`config.mk`:
```
export PLATFORM = sky130hd
export DESIGN_NAME = pwm_capture_flat
export DESIGN_NICKNAME = d
export VERILOG_FILES = /design/src/rtl/pwm_capture_if.sv /design/src/rtl/pwm_capture.sv /design/src/flat_wrapper.sv
export SDC_FILE = /design/constraint.sdc
export NUM_CORES = 1
export LEC_CHECK = 0
export ABC_CLOCK_PERIOD_IN_PS = 9300
export BUFFER_PORTS_ARGS = -buffer_cell sky130_fd_sc_hd__buf_2
export CAP_MARGIN = 20
export CORE_MARGIN = 5
export CORE_UTILIZATION = 30
export CTS_CLUSTER_DIAMETER = 80
export DETAILED_ROUTE_END_ITERATION = 6
export GPL_ROUTABILITY_DRIVEN = 1
export PLACE_DENSITY = 0.43
export SYNTH_ARGS = -nofsm -noshare
export SYNTH_HDL_FRONTEND = slang
export SYNTH_SLANG_ARGS = --single-unit
```
`constraint.sdc`:
```
create_clock -name clk -period 9.3 [get_ports clk]
set_input_delay 0.465 -clock clk [delete_from_list [all_inputs] [get_ports clk]]
set_output_delay 0.465 -clock clk [all_outputs]
set_load 0.01 [all_outputs]
```
`src/rtl/pwm_capture_if.sv`:
```
// Signal bundle for pwm_capture: capture controls in, measurement results out.
// The slave side is the capture block; the master side is whatever configures and reads it.
interface pwm_capture_if #(
  parameter int unsigned CNT_W = 16
) ();
  logic             en;
  logic             pwm_in;
  logic [3:0]       div;
  logic [CNT_W-1:0] period;
  logic [CNT_W-1:0] high_time;
  logic             valid;
  logic             timeout;
  logic             level;

  modport master (
    output en, pwm_in, div,
    input  period, high_time, valid, timeout, level
  );

  modport slave (
    input  en, pwm_in, div,
    output period, high_time, valid, timeout, level
  );
endinterface

```
`src/rtl/pwm_capture.sv`:
```
// PWM period / high-time capture with a power-of-two prescaler, saturating counters
// and a timeout when no edge arrives for a full counter range.
module pwm_capture #(
  parameter int unsigned CNT_W = 16
) (
  input logic          clk,
  input logic          rst_n,
  pwm_capture_if.slave bus_io
);

  typedef enum logic [1:0] {StIdle, StHigh, StLow} state_e;

  localparam logic [CNT_W-1:0] TickMax = '1;

  state_e           state_q, state_d;
  logic             sync1_q, sync2_q, hist_q;
  logic [3:0]       div_q, div_d;
  logic [14:0]      pre_q, pre_d;
  logic [CNT_W-1:0] tick_q, tick_d;
  logic [CNT_W-1:0] shadow_q, shadow_d;
  logic [CNT_W-1:0] period_q, period_d;
  logic [CNT_W-1:0] high_q, high_d;
  logic             valid_q, valid_d;
  logic             timeout_q, timeout_d;

  logic             rise, fall;
  logic [14:0]      pre_base;
  logic [15:0]      pre_inc;
  logic [CNT_W-1:0] tick_base;

  assign rise = sync2_q & ~hist_q;
  assign fall = ~sync2_q & hist_q;

  always_comb begin
    // A rise restarts the interval and counts its own cycle as the first one.
    pre_base  = rise ? '0 : pre_q;
    tick_base = rise ? '0 : tick_q;
    div_d     = rise ? bus_io.div : div_q;
    pre_inc   = {1'b0, pre_base} + 16'd1;
    if (pre_inc == (16'd1 << div_d)) begin
      pre_d  = '0;
      tick_d = (tick_base == TickMax) ? tick_base : tick_base + CNT_W'(1);
    end else begin
      pre_d  = pre_inc[14:0];
      tick_d = tick_base;
    end

    state_d   = state_q;
    shadow_d  = shadow_q;
    period_d  = period_q;
    high_d    = high_q;
    valid_d   = 1'b0;
    timeout_d = timeout_q;

    if (!bus_io.en) begin
      state_d   = StIdle;
      timeout_d = 1'b0;
    end else begin
      unique case (state_q)
        StIdle: begin
          if (rise) begin
            state_d   = StHigh;
            timeout_d = 1'b0;
          end
        end
        StHigh: begin
          if (tick_q == TickMax) begin
            state_d   = StIdle;
            timeout_d = 1'b1;
          end else if (fall) begin
            shadow_d = tick_q;
            state_d  = StLow;
          end
        end
        StLow: begin
          if (tick_q == TickMax) begin
            state_d   = StIdle;
            timeout_d = 1'b1;
          end else if (rise) begin
            period_d = tick_q;
            high_d   = shadow_q;
            valid_d  = 1'b1;
            state_d  = StHigh;
          end
        end
        default: state_d = StIdle;
      endcase
    end
  end

  always_ff @(posedge clk or negedge rst_n) begin
    if (!rst_n) begin
      state_q   <= StIdle;
      sync1_q   <= 1'b0;
      sync2_q   <= 1'b0;
      hist_q    <= 1'b0;
      div_q     <= '0;
      pre_q     <= '0;
      tick_q    <= '0;
      shadow_q  <= '0;
      period_q  <= '0;
      high_q    <= '0;
      valid_q   <= 1'b0;
      timeout_q <= 1'b0;
    end else begin
      state_q   <= state_d;
      sync1_q   <= bus_io.pwm_in;
      sync2_q   <= sync1_q;
      hist_q    <= sync2_q;
      div_q     <= div_d;
      pre_q     <= pre_d;
      tick_q    <= tick_d;
      shadow_q  <= shadow_d;
      period_q  <= period_d;
      high_q    <= high_d;
      valid_q   <= valid_d;
      timeout_q <= timeout_d;
    end
  end

  assign bus_io.period    = period_q;
  assign bus_io.high_time = high_q;
  assign bus_io.valid     = valid_q;
  assign bus_io.timeout   = timeout_q;
  assign bus_io.level     = sync2_q;

endmodule

```
`src/flat_wrapper.sv`:
```
// flat-port wrapper written by rule: the top's interface ports become plain ports
module pwm_capture_flat 
#(
  parameter int unsigned CNT_W = 16
)
  (clk, rst_n, bus_io_en, bus_io_pwm_in, bus_io_div, bus_io_period, bus_io_high_time, bus_io_valid, bus_io_timeout, bus_io_level);
  pwm_capture_if #(.CNT_W(CNT_W)) bus_io_i ();
  input logic clk;
  input logic rst_n;
  input wire logic [$bits(bus_io_i.en)-1:0] bus_io_en;
  input wire logic [$bits(bus_io_i.pwm_in)-1:0] bus_io_pwm_in;
  input wire logic [$bits(bus_io_i.div)-1:0] bus_io_div;
  output wire logic [$bits(bus_io_i.period)-1:0] bus_io_period;
  output wire logic [$bits(bus_io_i.high_time)-1:0] bus_io_high_time;
  output wire logic [$bits(bus_io_i.valid)-1:0] bus_io_valid;
  output wire logic [$bits(bus_io_i.timeout)-1:0] bus_io_timeout;
  output wire logic [$bits(bus_io_i.level)-1:0] bus_io_level;
  assign bus_io_i.en = bus_io_en;
  assign bus_io_i.pwm_in = bus_io_pwm_in;
  assign bus_io_i.div = bus_io_div;
  assign bus_io_period = bus_io_i.period;
  assign bus_io_high_time = bus_io_i.high_time;
  assign bus_io_valid = bus_io_i.valid;
  assign bus_io_timeout = bus_io_i.timeout;
  assign bus_io_level = bus_io_i.level;
  pwm_capture #(.CNT_W(CNT_W)) u_core (.clk(clk), .rst_n(rst_n), .bus_io(bus_io_i));
endmodule
```
==> run_results.csv, run 1 <==
group,metric,value,unit
grt,grt_overflow,0,
cts,cts_tree,"done",
cells_and_area,fin_cells,720,
cts,clockRootBuffer,"clkbuf_16",
drt,ant_nets,0,
placed_design,dp_hpwl,7.710,mm
power_and_ir_drop,leakage,2.630,nW
sta,max_freq,0.2419,GHz
die,io_pins,43,
grt,grt_max_degree,49,
grt,globalRouteMet1Util,0.1645,
worst_setup_path,r2r_cells,12,
worst_setup_path,crit_buf_inv,0,
synth,yosys.area.top_type,"dfrtp_1",
grt,grt.total_usage,0.1293,
synth,ys_warn_count,0,
worst_setup_path,worstPathArrival,4360,ps
worst_setup_path,crit_chain,"nor2b_2 > nor2_1 > ha_1 > nand3_1 > nor4_4 > mux2_2 > nor4_1 > a211oi_1 > or4_1 > nor2_8 > and2_1 > mux2_1",
worst_setup_path,max_stage_delay,720,ps
drt,drt_wl_total,11.10,mm
drt,drc,0,
drt,firstDrtPassIters,4,
sta,finalSetupViolCount,0,
cts,clk_latency,350,ps
die,coreArea,15150,um^2
synth,netlist_instances,492,
worst_setup_path,worstPathRequired,9530,ps
die,die_height,134.1,um
worst_hold_path,worst_hold_path_type,"in2async",
sta,slew_headroom,0.3810,
flow_run,max_cap_violations,0,
die,die_area,17980,um^2
synth,syn_area,4621,um^2
die,initial_core_util,0.3051,
worst_setup_path,path_delay_family,"simple AND/OR/NAND/NOR gates",
drt,wl_per_cell,15.41,um
worst_setup_path,cp.depth,12,
worst_setup_path,startpoint_type,"register",
worst_setup_path,critPathKind,"reg2reg",
drt,drtIter0Drc,166,
sta,fin_skew,10.62,ps
die,num_rows,45,
worst_setup_path,path_max_fanout,25,
die,die_w,134.1,um
worst_setup_path,worst_setup_path_end_kind,"register",
worst_setup_path,startpoint,"u_core.bus_io.level",
cts,postCtsSetupBuffers,0,
sta,maxSlewViolCount,0,
power_and_ir_drop,p_total,0.9282,mW
sta,period_share,0.4445,
placed_design,portBuffers,42,
cts,clkSinkCount,90,
sta,rsz0062_at_grt,"no",
placed_design,gp_congestion,0.8176,
worst_setup_path,r2r-start,"u_core.bus_io.level",
grt,grt_busiest_layer,"met2",
synth,synth_seq_area_share,0.4874,
grt,grt_pass1_wl,18.58,mm
cells_and_area,drive_gt1_frac,0.1711,
sta,hold_violations,0,
synth,synth_area_leaders,"dfrtp_1, nand2_1, mux2_2, nor2_1, mux2i_1",
cts,clkTransAtPathRegs,70,ps
power_and_ir_drop,powerDensity,176.2,nW/um^2
synth,syn_nets,506,
grt,use_met3,0.03638,
synth,synth_top_area_frac,0.4874,
cells_and_area,areaGrowthSynthToFinish,14.03,%
grt,gr-usage-met2,0.2134,
sta,hold_ws,109.2,ps
cts,htreeDepth,3,
cts,cts_hold_buf,0,
sta,fin_setup_tns,0,ps
cts,cts_buffers,9,
cts,cts_resized,0,
sta,worst_pin_slew,927.5,ps
synth,ys_ff_latch,90,
synth,synth.distinct_cells,66,
drt,num_vias,3606,
synth,synth_ff_type,"dfrtp_1",
cells_and_area,final_net_count,541,
cells_and_area,fill_cells,1579,
synth,async_flop_share,1.000,
power_and_ir_drop,ir_drop,88.33,uV
synth,synth_edf_count,0,
sta,period_needed,4134,ps
grt,grt_antenna_before_repair,0,
run_status,outcome,"completed",
placed_design,placedCellCount,704,
grt,first_global_vias,3553,
cts,clockBufferDepth,2,
synth,synth_area_per_cell,9.392,um^2
worst_setup_path,critPathSlowestCell,"or4_1",
drt,routed_via_density,5.008,
cells_and_area,antenna_cells,0,
-- worst paths after layout --
check | endpoint | slack (ps)
hold reg to reg | u_core.bus_io.level | 350
hold / removal | u_core.bus_io.high_time[9] | 110
setup / recovery | u_core.tick_q[1] | 5170
max in group asynchronous | u_core.shadow_q[8] | 8160
setup reg to reg | u_core.tick_q[1] | 5170
min in group clk | u_core.sync1_q | 230
-- sequential cells by signal, summed over array words and instances, names as in the netlist --
signal,flops
u_core.bus_io.high_time,16
u_core.bus_io.period,16
u_core.shadow_q,16
u_core.tick_q,16
u_core.pre_q,15
u_core.div_q,4
u_core.state_q,2
u_core.bus_io.level,1
u_core.bus_io.timeout,1
u_core.bus_io.valid,1
u_core.hist_q,1
u_core.sync1_q,1
-- logic make-up (layout without fill, tap and decap cells) --
family | Yosys count | count (layout) | synth area share
buffers and inverters | 29 | 69 | 0.02979
AOI/OAI and AO/OA | 51 | 51 | 0.07636
DFF | 90 | 90 | 0.4874
adders and majority gates | 6 | 6 | 0.01625
muxes | 30 | 30 | 0.07013
xor gates and xnor gates | 17 | 17 | 0.03222
and+or+nand+nor | 269 | 269 | 0.2878
-- layout by cell type (no fill, tap or decap), types with 2 or more instances in the layout --
master,instances
nand4_1,7
a21boi_0,3
a41o_1,2
ha_1,6
buf_4,5
and3_1,11
mux2_2,18
inv_1,7
nor3_1,13
nor2_1,36
nand2_1,130
nand2b_1,9
a21oi_1,9
clkinv_4,2
a31oi_1,4
or3_1,2
o31ai_1,2
buf_2,41
nand3_1,19
a211oi_1,3
o21ai_0,8
mux2i_1,11
dfrtp_1,90
xor2_1,7
and4_1,2
nand4_2,2
nor2b_1,7
nor4_1,5
clkbuf_16,9
and2_0,2
xnor2_1,10
and2_1,7
o22ai_1,3
o21a_1,3
-- area by class of cell --
cell class              count  area (um^2)  area share
inverters                   7        26.28    0.004987
flip-flops and latches     90         2252      0.4275
repair buffers             46        242.7     0.04607
clock buffers              10        229.0     0.04346
clock inverters             6        50.05    0.009499
multi-input cells         373         2233      0.4239
well taps                 188        235.2     0.04465
-- Yosys cell counts (all sizes together), types with 8 or more instances --
library cell	n
clkbuf	9
a21oi	9
nand2b	9
dfrtp	90
mux2	19
mux2i	11
and3	11
buf	13
nor3	13
nand4	10
xnor2	10
nand2	130
nand3	19
o21ai	9
nor2	37
and2	9
nor2b	8
-- metrics by stage --
step	utilization	cell area [um^2]	setup WS [ps]
2_1_floorplan	-	4621	5073
3_3_place_gp	0.3295	4990	5307
3_5_place_dp	0.3295	4990	5179
4_1_cts	0.3479	5269	5176
5_1_grt	0.3479	5269	4815
6_report	0.3479	5269	5166
-- power by group --
group,switching [mW],internal [mW],leakage [nW]
logic,0.0890,0.0553,1.26
clock network,0.162,0.185,0.135
registers,0.0256,0.412,1.23
total,0.277,0.651,2.63
-- metal layers --
layer,vias up,share of wire
li1,1771,-
met4,0,0.019
met1,1751,0.46
met2,69,0.48
met3,15,0.038
met5,-,0
No activity file was read; power rests on OpenSTA's default activity.
==> run 2: changes to the inputs <==
ABC_CLOCK_PERIOD_IN_PS = 3800   (was 9300)
PLACE_DENSITY = 0.45   (was 0.43)
clock period = 3.8 ns   (was 9.3 ns; I/O delays follow)
==> run 2 against run 1 <==
- routed wire length is 0.83% higher
- maximum frequency is 18% higher
- clock power is 150% higher
- combinational power grew to 2.8 times the previous value
- sequential power is 140% higher
==> run_results.csv, run 2 (synthesis results as in run 1) <==
group,metric,value,unit
sta,worst_slack,309.1,ps
cells_and_area,fill_cells,1550,
worst_setup_path,r2r-start,"u_core.bus_io.level",
power_and_ir_drop,ir_drop,179.1,uV
drt,drtIter0Drc,170,
cts,cts_tree,"done",
cells_and_area,drive_gt1_frac,0.1933,
grt,grt_pass1_wl,19.33,mm
worst_setup_path,r2r_slack,310,ps
sta,hold_ws,99.21,ps
worst_setup_path,startpoint_type,"register",
placed_design,dp_hpwl,7.700,mm
placed_design,portBuffers,42,
drt,routed_via_density,4.952,
worst_setup_path,worstPathArrival,3730,ps
placed_design,gp_congestion,0.8360,
cts,clkSinkCount,90,
sta,maxSlewViolCount,0,
cts,cts_buffers,9,
cells_and_area,final_net_count,549,
cts,clockBufferDepth,2,
worst_setup_path,worst_setup_path_end_kind,"register",
cts,postCtsSetupBuffers,0,
worst_setup_path,startpoint,"u_core.bus_io.level",
grt,grt_max_degree,66,
grt,grt_overflow,0,
drt,wl_per_cell,15.41,um
power_and_ir_drop,powerDensity,430.7,nW/um^2
cells_and_area,most-common-layout-cells,"nand2_1, dfrtp_1, buf_2, nor2_1, nand3_1",
cells_and_area,finish.utilization,0.3556,
grt,first_global_vias,3684,
drt,drc,0,
cts,htreeDepth,3,
cells_and_area,multi_input_area,2267,um^2
cts,clk_latency,350,ps
sta,fin_setup_tns,0,ps
cells_and_area,antenna_cells,0,
sta,period_needed,3491,ps
sta,max_freq,0.2865,GHz
cts,clkTransAtPathRegs,70,ps
placed_design,place_ws,127.2,ps
sta,rsz0062_at_grt,"no",
drt,firstDrtPassIters,4,
sta,hold_violations,0,
die,initial_core_util,0.3051,
grt,grt_antenna_before_repair,0,
die,num_rows,45,
sta,period_share,0.9186,
sta,finalSetupViolCount,0,
grt,grt.total_usage,0.1343,
worst_hold_path,worst_hold_path_type,"in2reg",
drt,ant_nets,0,
cells_and_area,regArea,2253,um^2
run_status,outcome,"completed",
sta,fin_skew,9.212,ps
worst_setup_path,worstPathRequired,4040,ps
die,die_w,134.1,um
die,io_pins,43,
drt,num_vias,3595,
cells_and_area,areaGrowthSynthToFinish,16.57,%
worst_setup_path,r2r_cells,13,
worst_setup_path,critPathKind,"reg2reg",
worst_setup_path,rr_endpoint,"u_core.tick_q[3]",
die,coreArea,15150,um^2
die,die_height,134.1,um
worst_setup_path,cp-endpoint,"u_core.tick_q[3]",
die,die_area,17980,um^2
flow_run,max_cap_violations,0,
drt,drt_wl_total,11.19,mm
power_and_ir_drop,leakage,2.677,nW
worst_setup_path,path_max_fanout,14,
cells_and_area,final_common_cell,"nand2_1",
sta,slew_headroom,0.4352,
sta,worst_pin_slew,847.2,ps
cts,clockRootBuffer,"clkbuf_16",
## run 2: metrics by stage
| stage | instances | power, mW | area [um^2] |
|---|---|---|---|
| 2_1_floorplan | 492 | 1.356 | 4695 |
| 3_3_place_gp | 709 | 1.484 | 5059 |
| 3_5_place_dp | 709 | 1.486 | 5059 |
| 4_1_cts | 725 | 2.365 | 5355 |
| 5_1_grt | 726 | 2.465 | 5386 |
| 6_report | 726 | 2.320 | 5386 |
## run 2: power breakdown
part | internal [mW] | total, mW | switching, mW
clock network | 0.474 | 0.851 | 0.377
registers | 1.01 | 1.06 | 0.0511
logic | 0.166 | 0.410 | 0.244
## run 2: timing repair
action                                 in CTS  in global routing
endpoints found under the hold margin      53                  0
setup endpoints to repair                   0                 12
hold buffers                                2                  0
resized for setup                           0                  1
## run 2: layout make-up
| class | count | share of cell area |
|---|---|---|
| Tap cell | 188 | 0.04367 |
| Sequential cell | 90 | 0.4184 |
| Timing Repair Buffer | 54 | 0.06086 |
| Clock inverter | 3 | 0.004413 |
| Clock buffer | 11 | 0.04692 |
| Multi-Input combinational cell | 373 | 0.4209 |
| Inverter | 7 | 0.004878 |
## run 2: worst min-delay path by stage
stage	from	end	slack (ps)	cells past startpoint
global placement	bus_io_pwm_in	u_core.sync1_q	300	1
floorplan	rst_n	u_core.bus_io.high_time[0]	-110	0
CTS	bus_io_div[0]	u_core.div_q[0]	90	3
detailed placement	bus_io_pwm_in	u_core.sync1_q	300	1
global route	bus_io_div[0]	u_core.div_q[0]	100	3
finish	bus_io_div[0]	u_core.div_q[0]	100	3
## run 2: layer usage
metal,vias up,GRT usage,part of all wire
li1,1774,-,-
met3,12,0.03751,0.032
met1,1752,0.1801,0.48
met4,0,0.04355,0.017
met5,-,0,0
met2,57,0.2106,0.47
## run 2: critical path: stages (launching register included)
cell	delay, ps
dfrtp_2	490
nor2b_2	200
nor2_2	140
ha_2	260
nand2_1	140
nor4_1	400
mux2i_1	330
xnor2_1	130
a211oi_1	230
nand4_2	330
nor2_8	180
buf_4	220
a31oi_1	110
a41o_1	230
